<file path="config.mk">
export PLATFORM = sky130hd
export DESIGN_NAME = combat_referee
export DESIGN_NICKNAME = d
export VERILOG_FILES = /design/src/rtl/game_pkg.sv /design/src/rtl/hit_detect.sv /design/src/rtl/combat_referee.sv
export SDC_FILE = /design/constraint.sdc
export NUM_CORES = 1
export LEC_CHECK = 0
export CAP_MARGIN = 40
export CORE_ASPECT_RATIO = 0.8
export CORE_MARGIN = 1.5
export CORE_UTILIZATION = 44
export CTS_CLUSTER_SIZE = 25
export DETAILED_ROUTE_END_ITERATION = 12
export GPL_ROUTABILITY_DRIVEN = 1
export PLACE_DENSITY = 0.78
export SLEW_MARGIN = 0
export SYNTH_ARGS = -nofsm -noshare
export SYNTH_HDL_FRONTEND = slang
export SYNTH_SLANG_ARGS = --single-unit
</file>
<file path="constraint.sdc">
create_clock -name clk -period 2.81 [get_ports clk]
set_clock_uncertainty 0.1 [all_clocks]
set_input_delay 0.4215 -clock clk [delete_from_list [all_inputs] [get_ports clk]]
set_output_delay 0.4215 -clock clk [all_outputs]
set_load 0.01 [all_outputs]
</file>
<file path="src/rtl/game_pkg.sv">
// rtl/game_pkg.sv - shared player state, hit flag, round codes and hitbox layout
package game_pkg;

    localparam logic [3:0] S_IDLE           = 4'd0;
    localparam logic [3:0] S_MOVEFORWARDS   = 4'd1;
    localparam logic [3:0] S_MOVEBACKWARDS  = 4'd2;
    localparam logic [3:0] S_B_ATTACK_START = 4'd3;
    localparam logic [3:0] S_B_ATTACK_END   = 4'd4;
    localparam logic [3:0] S_B_ATTACK_REST  = 4'd5;
    localparam logic [3:0] S_D_ATTACK_START = 4'd6;
    localparam logic [3:0] S_D_ATTACK_END   = 4'd7;
    localparam logic [3:0] S_D_ATTACK_REST  = 4'd8;
    localparam logic [3:0] S_HITSTUN        = 4'd9;
    localparam logic [3:0] S_BLOCKSTUN      = 4'd10;

    localparam logic [1:0] HIT_NONE  = 2'b00;
    localparam logic [1:0] HIT_BASIC = 2'b01;
    localparam logic [1:0] HIT_DIR   = 2'b10;

    localparam logic [1:0] WIN_NONE = 2'b00;
    localparam logic [1:0] WIN_P1   = 2'b01;
    localparam logic [1:0] WIN_P2   = 2'b10;
    localparam logic [1:0] WIN_DRAW = 2'b11;

    typedef enum logic [2:0] {
        R_IDLE       = 3'd0,
        R_COUNTDOWN  = 3'd1,
        R_FIGHT      = 3'd2,
        R_KO         = 3'd3,
        R_MATCH_OVER = 3'd4
    } round_state_e;

    // Box packing: {basic_x1, basic_x2, dir_x1, dir_x2, hurt_x1, hurt_x2}, 10 bits each
    localparam int BOX_W        = 10;
    localparam int BASIC_X1_LSB = 50;
    localparam int BASIC_X2_LSB = 40;
    localparam int DIR_X1_LSB   = 30;
    localparam int DIR_X2_LSB   = 20;
    localparam int HURT_X1_LSB  = 10;
    localparam int HURT_X2_LSB  = 0;

    function automatic logic [9:0] box_field(input logic [59:0] box, input int lsb);
        return box[lsb +: BOX_W];
    endfunction

    function automatic logic x_overlap(input logic [9:0] a1, input logic [9:0] a2,
                                       input logic [9:0] d1, input logic [9:0] d2);
        return (a1 <= d2) && (d1 <= a2);
    endfunction

endpackage

</file>
<file path="src/rtl/hit_detect.sv">
// rtl/hit_detect.sv - attacker box vs defender hurt box, yields hitFlag candidate
module hit_detect
    import game_pkg::*;
(
    input  logic [3:0]  atk_state,
    input  logic [39:0] atk_box,
    input  logic [19:0] def_hurt,
    output logic [1:0]  hit
);

    logic [59:0] pair;
    assign pair = {atk_box, def_hurt};

    logic basic_ov, dir_ov;
    assign basic_ov = x_overlap(box_field(pair, BASIC_X1_LSB), box_field(pair, BASIC_X2_LSB),
                                box_field(pair, HURT_X1_LSB),  box_field(pair, HURT_X2_LSB));
    assign dir_ov   = x_overlap(box_field(pair, DIR_X1_LSB),   box_field(pair, DIR_X2_LSB),
                                box_field(pair, HURT_X1_LSB),  box_field(pair, HURT_X2_LSB));

    always_comb begin
        hit = HIT_NONE;
        if (atk_state == S_B_ATTACK_END && basic_ov)
            hit = HIT_BASIC;
        else if (atk_state == S_D_ATTACK_END && dir_ov)
            hit = HIT_DIR;
    end

endmodule

</file>
<file path="src/rtl/combat_referee.sv">
// rtl/combat_referee.sv - per-frame fight arbiter: hits, meters, round sequencing
module combat_referee
    import game_pkg::*;
#(
    parameter int HEALTH_MAX   = 5,
    parameter int BLOCK_MAX    = 3,
    parameter int BLOCK_REGEN  = 60,
    parameter int ROUND_FRAMES = 99 * 60,
    parameter int COUNTDOWN    = 180,
    parameter int KO_FRAMES    = 120,
    parameter int WINS_NEEDED  = 2
) (
    input  logic        clk,
    input  logic        rst,
    input  logic        start,
    input  logic [3:0]  p1_state,
    input  logic [3:0]  p2_state,
    input  logic [59:0] p1_box,
    input  logic [59:0] p2_box,
    output logic [1:0]  p1_hit,
    output logic [1:0]  p2_hit,
    output logic [2:0]  p1_health,
    output logic [2:0]  p2_health,
    output logic [2:0]  p1_block,
    output logic [2:0]  p2_block,
    output logic [2:0]  round_state,
    output logic [12:0] frames_left,
    output logic [1:0]  p1_wins,
    output logic [1:0]  p2_wins,
    output logic [1:0]  winner,
    output logic        player_rst,
    output logic        input_en
);

    round_state_e rs;
    logic [7:0]   phase_cnt;
    logic [3:0]   st        [2];
    logic [1:0]   cand      [2];   // hit produced by attacker i
    logic [1:0]   incoming  [2];   // hit landing on defender i this frame
    logic [2:0]   dmg       [2];
    logic [2:0]   health    [2];
    logic [2:0]   block     [2];
    logic [7:0]   regen_cnt [2];
    logic [1:0]   hit_out   [2];
    logic [1:0]   wins      [2];
    logic         landed    [2];
    logic         match_won, round_over, enter_cd;
    logic [1:0]   round_winner;

    assign st[0] = p1_state;
    assign st[1] = p2_state;

    hit_detect u_p1_on_p2 (.atk_state(p1_state), .atk_box(p1_box[59:20]), .def_hurt(p2_box[19:0]), .hit(cand[0]));
    hit_detect u_p2_on_p1 (.atk_state(p2_state), .atk_box(p2_box[59:20]), .def_hurt(p1_box[19:0]), .hit(cand[1]));

    always_comb begin
        for (int d = 0; d < 2; d++) begin
            incoming[d] = landed[1-d] ? HIT_NONE : cand[1-d];
            dmg[d]      = (incoming[d] == HIT_DIR) ? 3'd2 : 3'd1;
        end
    end

    assign match_won  = (wins[0] == 2'(WINS_NEEDED)) || (wins[1] == 2'(WINS_NEEDED));
    assign round_over = (health[0] == 3'd0) || (health[1] == 3'd0) || (frames_left == 13'd0);

    // Equal health covers both the double-KO and the tied-timeout draw.
    always_comb begin
        if (health[0] == health[1])     round_winner = WIN_DRAW;
        else if (health[0] > health[1]) round_winner = WIN_P1;
        else                            round_winner = WIN_P2;
    end

    always_comb begin
        enter_cd = 1'b0;
        case (rs)
            R_IDLE, R_MATCH_OVER: enter_cd = start;
            R_KO:                 enter_cd = (phase_cnt == 8'(KO_FRAMES - 1)) && !match_won;
            default:              enter_cd = 1'b0;
        endcase
    end

    always_ff @(posedge clk or posedge rst) begin
        if (rst) begin
            rs          <= R_IDLE;
            phase_cnt   <= '0;
            frames_left <= 13'(ROUND_FRAMES);
            winner      <= WIN_NONE;
            player_rst  <= 1'b0;
            input_en    <= 1'b0;
            for (int i = 0; i < 2; i++) begin
                health[i]    <= 3'(HEALTH_MAX);
                block[i]     <= 3'(BLOCK_MAX);
                regen_cnt[i] <= '0;
                hit_out[i]   <= HIT_NONE;
                wins[i]      <= '0;
                landed[i]    <= 1'b0;
            end
        end else begin
            player_rst <= 1'b0;
            for (int i = 0; i < 2; i++) hit_out[i] <= HIT_NONE;
            case (rs)
                R_COUNTDOWN: begin
                    if (phase_cnt == 8'(COUNTDOWN - 1)) begin
                        rs        <= R_FIGHT;
                        phase_cnt <= '0;
                        input_en  <= 1'b1;
                    end else begin
                        phase_cnt <= phase_cnt + 8'd1;
                    end
                end
                R_FIGHT: begin
                    if (round_over) begin
                        rs        <= R_KO;
                        phase_cnt <= '0;
                        input_en  <= 1'b0;
                        winner    <= round_winner;
                        if (round_winner == WIN_P1 && wins[0] != 2'd3) wins[0] <= wins[0] + 2'd1;
                        if (round_winner == WIN_P2 && wins[1] != 2'd3) wins[1] <= wins[1] + 2'd1;
                        for (int i = 0; i < 2; i++) landed[i] <= 1'b0;
                    end else begin
                        frames_left <= frames_left - 13'd1;
                        for (int i = 0; i < 2; i++) begin
                            hit_out[i] <= incoming[i];
                            landed[i]  <= (st[i] == S_B_ATTACK_END || st[i] == S_D_ATTACK_END) &&
                                          (landed[i] || cand[i] != HIT_NONE);
                            // Regen only accrues while not backing off, so it never races a block.
                            if (st[i] == S_MOVEBACKWARDS) begin
                                regen_cnt[i] <= '0;
                            end else if (regen_cnt[i] == 8'(BLOCK_REGEN - 1)) begin
                                regen_cnt[i] <= '0;
                                if (block[i] < 3'(BLOCK_MAX)) block[i] <= block[i] + 3'd1;
                            end else begin
                                regen_cnt[i] <= regen_cnt[i] + 8'd1;
                            end
                            if (incoming[i] != HIT_NONE) begin
                                if (st[i] == S_MOVEBACKWARDS && block[i] != 3'd0)
                                    block[i] <= block[i] - 3'd1;
                                else
                                    health[i] <= (health[i] > dmg[i]) ? health[i] - dmg[i] : 3'd0;
                            end
                        end
                    end
                end
                R_KO: begin
                    if (phase_cnt == 8'(KO_FRAMES - 1)) begin
                        phase_cnt <= '0;
                        if (match_won) rs <= R_MATCH_OVER;
                    end else begin
                        phase_cnt <= phase_cnt + 8'd1;
                    end
                end
                default: ;
            endcase

            if (enter_cd) begin
                rs          <= R_COUNTDOWN;
                phase_cnt   <= '0;
                player_rst  <= 1'b1;
                frames_left <= 13'(ROUND_FRAMES);
                winner      <= WIN_NONE;
                for (int i = 0; i < 2; i++) begin
                    health[i]    <= 3'(HEALTH_MAX);
                    block[i]     <= 3'(BLOCK_MAX);
                    regen_cnt[i] <= '0;
                    if (rs != R_KO) wins[i] <= '0;
                end
            end
        end
    end

    assign round_state = rs;
    assign p1_hit      = hit_out[0];
    assign p2_hit      = hit_out[1];
    assign p1_health   = health[0];
    assign p2_health   = health[1];
    assign p1_block    = block[0];
    assign p2_block    = block[1];
    assign p1_wins     = wins[0];
    assign p2_wins     = wins[1];

endmodule
</file>
==> reports/results.md <==
### Setup path
* **slack of the worst reg-to-reg path** 0.10 ns
* **depth of the worst register-to-register path** 8
* **critical setup path kind** input port to flip-flop
* **Max Fanout on Critical Path** 3
* **endpoint of the worst-slack reg-to-reg timing path** p1_health[1]
* **worst flop-to-flop path startpoint** phase_cnt[6]
* **Worst EP arrival** 3.00 ns
* **Critical Path End Type** flip-flop
* **Setup crit start kind** input port
* **required time reported for the critical path endpoint** 2.98 ns

### Synth
* **register bit total from synthesis** 66
* **net count of the mapped netlist** 936
* **part of the Yosys area used for sequential elements** 0.284
* **Primary FF master, synth** sky130_fd_sc_hd__dfrtp_1
* **async set-or-reset flop fraction in the synthesized netlist** 1.00
* **Avg Synthesized Cell Area** 8.37 um2
* **share of Yosys cell area claimed by the top area cell type** 0.217
* **EDFF count, synth** 0
* **largest cells by area after synthesis** sky130_fd_sc_hd__dfrtp_1, sky130_fd_sc_hd__ha_1, sky130_fd_sc_hd__dfstp_2
* **synthesized instance count** 702
* **post-synthesis instance area** 0.00588 mm2
* **number of different library cells in the post-synthesis netlist** 64
* **Yosys warning count** 0
* **leading area contributor after synthesis** sky130_fd_sc_hd__dfrtp_1
* **most instantiated cells after synthesis** sky130_fd_sc_hd__ha_1, sky130_fd_sc_hd__inv_1, sky130_fd_sc_hd__nand2_1, sky130_fd_sc_hd__o21ai_0, sky130_fd_sc_hd__dfrtp_1

### Power and ir drop
* **Power Dens Cells** 350 mW/mm2
* **worst supply voltage drop on vdd** 0.307 mV
* **reported leakage power** 4.36 nW

### Detailed routing
* **DR vias** 6161
* **count of unresolved DRC violations after routing** 0
* **number of optimization iterations in the first detailed-route pass** 4
* **routed length per instance** 15.8 um
* **routed vias/inst** 5.31
* **post-route ant nets** 0
* **overall routed net length** 18.4 mm
* **initial detailed-routing violation count** 306

### Placed design
* **Post-Place Cells** 1128
* **final weighted congestion in routability-driven placement** 0.846
* **post-detailed-placement half-perimeter wirelength** 12.9 mm
* **Placement Setup Slack** -0.880 ns
* **port bufs** 170

### Timing
* **Total Neg Setup Slack** -0.0361 ns
* **PnR worst setup slack** -0.0191 ns
* **Final Max Tran Viols** 0
* **final critical-path required period** 2.83 ns
* **Max Freq** 0.353 GHz
* **unrepaired setup endpoints after global routing** yes
* **Final Hold Slack** 0.349 ns
* **Period Utilization, post-route** 1.01
* **actual slew at the worst max-slew pin** 0.589 ns
* **Relative slew margins** 0.604
* **total setup violations reported at the end of the flow** 2
* **number of endpoints with negative hold slack in the final report** 0

### Die
* **effective utilization at floorplan** 0.453
* **chip height** 106 um
* **Std-Cell Core Area** 0.0130 mm2
* **Die Width** 132 um
* **# rows** 37
* **# IOs** 171
* **floorplan die area** 0.0141 mm2

### GRT
* **number of antenna violations at the first check in global routing** 0
* **vias in the first global route** 6291
* **pin count of the biggest net entering global routing** 45
* **GRT Overall Usage** 0.258
* **total global routing overflow** 0
* **global-route wire length before repair** 29.4 mm

### Final layout
* **signed area change from the synthesized netlist to the final layout** 64.5%
* **final standard cell count with taps included and fillers excluded** 1160
* **fraction of final layout cells sized beyond drive strength 1** 0.360
* **number of fillers in the final layout** 908
* **antenna diode count** 0
* **Nets** 1214

### Clock network
* **register clock-pin slew on the reported worst setup and hold paths** 0.06 ns
* **clock tree from TritonCTS** yes
* **number of sinks on the clock net** 66
* **H-tree depth reported by CTS** 3
* **cell chosen for the clock root** sky130_fd_sc_hd__clkbuf_16
* **maximum buffer depth of the clock tree** 2
* **Post-CTS Hold Fix Bufs** 0
* **number of buffers inserted during clock tree synthesis** 9
* **clock insertion delay at the later pin of the skew report** 0.34 ns

### Job
* **max_cap viols** 0

### Min path
* **Hold WC Path Type** input port to asynchronous set/reset pin

### Status
* **failing checks** setup timing
* **status** finished, violations left

==> metal layers <==
layer  GRT usage  vias up  wire length [um]
met2       0.455      159              9190
met5           0        -                 0
met4      0.0934        0               425
li1            -     3066                 -
met1       0.320     2903              7980
met3      0.0424       33               767
==> what timing repair did <==
item / in CTS / in global routing
endpoints found under the hold margin: 0 / 0
gates cloned: 0 / 0
buffers inserted: 12 / 7
gates resized for setup: 253 / 149
setup endpoints to repair: 12 / 15
pin swaps: 80 / 71
==> power by group <==
part	leakage (nW)	switching, mW	total, mW	internal [mW]
Combinational	3.34	0.578	1.15	0.569
Clock	0.156	0.425	1.22	0.798
Sequential	0.863	0.0244	1.01	0.991
==> placed cells by master (no fill, tap or decap), drive strengths merged, types with 5 or more instances in the layout <==
master / Yosys / final
clkbuf: 10 / 45
dlygate4sd2: 0 / 13
mux2i: 5 / 5
o21ai: 53 / 53
nor2b: 7 / 7
dfstp: 15 / 15
a211oi: 19 / 19
nor2: 45 / 45
ha: 101 / 101
buf: 3 / 132
clkdlybuf4s50: 0 / 86
xnor2: 10 / 10
clkdlybuf4s15: 0 / 13
nor3: 19 / 19
o31ai: 8 / 8
or2: 7 / 7
a21oi: 32 / 32
nand4: 16 / 16
a2111oi: 9 / 9
nand2: 66 / 66
and3: 5 / 5
nand3: 19 / 19
xor2: 6 / 6
or3: 10 / 10
inv: 101 / 101
dfrtp: 51 / 51
a21o: 5 / 5
nand2b: 18 / 18
==> sequential cells by signal, indices dropped and copies added, names as in the netlist, 3 cells and up <==
register / count
regen_cnt: 16
frames_left: 13
phase_cnt: 8
p1_block: 3
p1_health: 3
p2_block: 3
p2_health: 3
round_state: 3
==> per-stage QoR <==
step                cell area [um2]  utilization  power [mW]
CTS                            9420        0.727        3.31
global route                   9670        0.746        3.56
floorplan                      6020            -        1.52
detailed placement             8600        0.664        2.00
finish                         9670        0.746        3.38
global placement               8600        0.664        1.98
==> critical path: stages <==
cell	delay, ns
sky130_fd_sc_hd__clkbuf_2	0.10
sky130_fd_sc_hd__ha_4	0.24
sky130_fd_sc_hd__nand4_1	0.22
sky130_fd_sc_hd__inv_2	0.08
sky130_fd_sc_hd__a2111oi_4	0.38
sky130_fd_sc_hd__o211ai_1	0.20
sky130_fd_sc_hd__or2_4	0.31
sky130_fd_sc_hd__buf_6	0.13
sky130_fd_sc_hd__ha_4	0.28
sky130_fd_sc_hd__a21oi_4	0.06
sky130_fd_sc_hd__a21oi_2	0.13
sky130_fd_sc_hd__o21ai_1	0.10
sky130_fd_sc_hd__mux2_4	0.27
sky130_fd_sc_hd__nor2_2	0.07
==> how the worst max path moves through the flow <==
stage | startpoint | slack [ns] | endpoint
2_1_floorplan | p1_box[21] | -0.15 | p2_health[1]
3_3_place_gp | p2_box[23] | -0.76 | p1_health[1]
3_5_place_dp | p2_box[5] | -0.88 | p2_health[1]
4_1_cts | p1_box[7] | -0.03 | p1_health[1]
5_1_grt | p2_box[8] | -0.16 | p2_health[1]
6_report | p1_box[37] | -0.02 | p2_health[1]
==> kinds of logic after synthesis <==
family	Yosys count	share of synthesized area
muxes	7	0.0123
xor gates and xnor gates	16	0.0238
and+or+nand+nor	233	0.201
adders and majority gates	103	0.222
buffers and inverters	115	0.0769
DFF	66	0.284
AOI/OAI and AO/OA	162	0.180
==> final cells by class <==
type | instances | area [um2] | area share
Inverter | 102 | 423 | 0.0437
Clock buffer | 11 | 243 | 0.0251
Sequential cell | 66 | 1670 | 0.173
Timing Repair Buffer | 280 | 2350 | 0.243
Clock inverter | 5 | 77.6 | 0.00802
Tap cell | 175 | 219 | 0.0226
Multi-Input combinational cell | 521 | 4690 | 0.485
(Power assumes the default switching activity.)
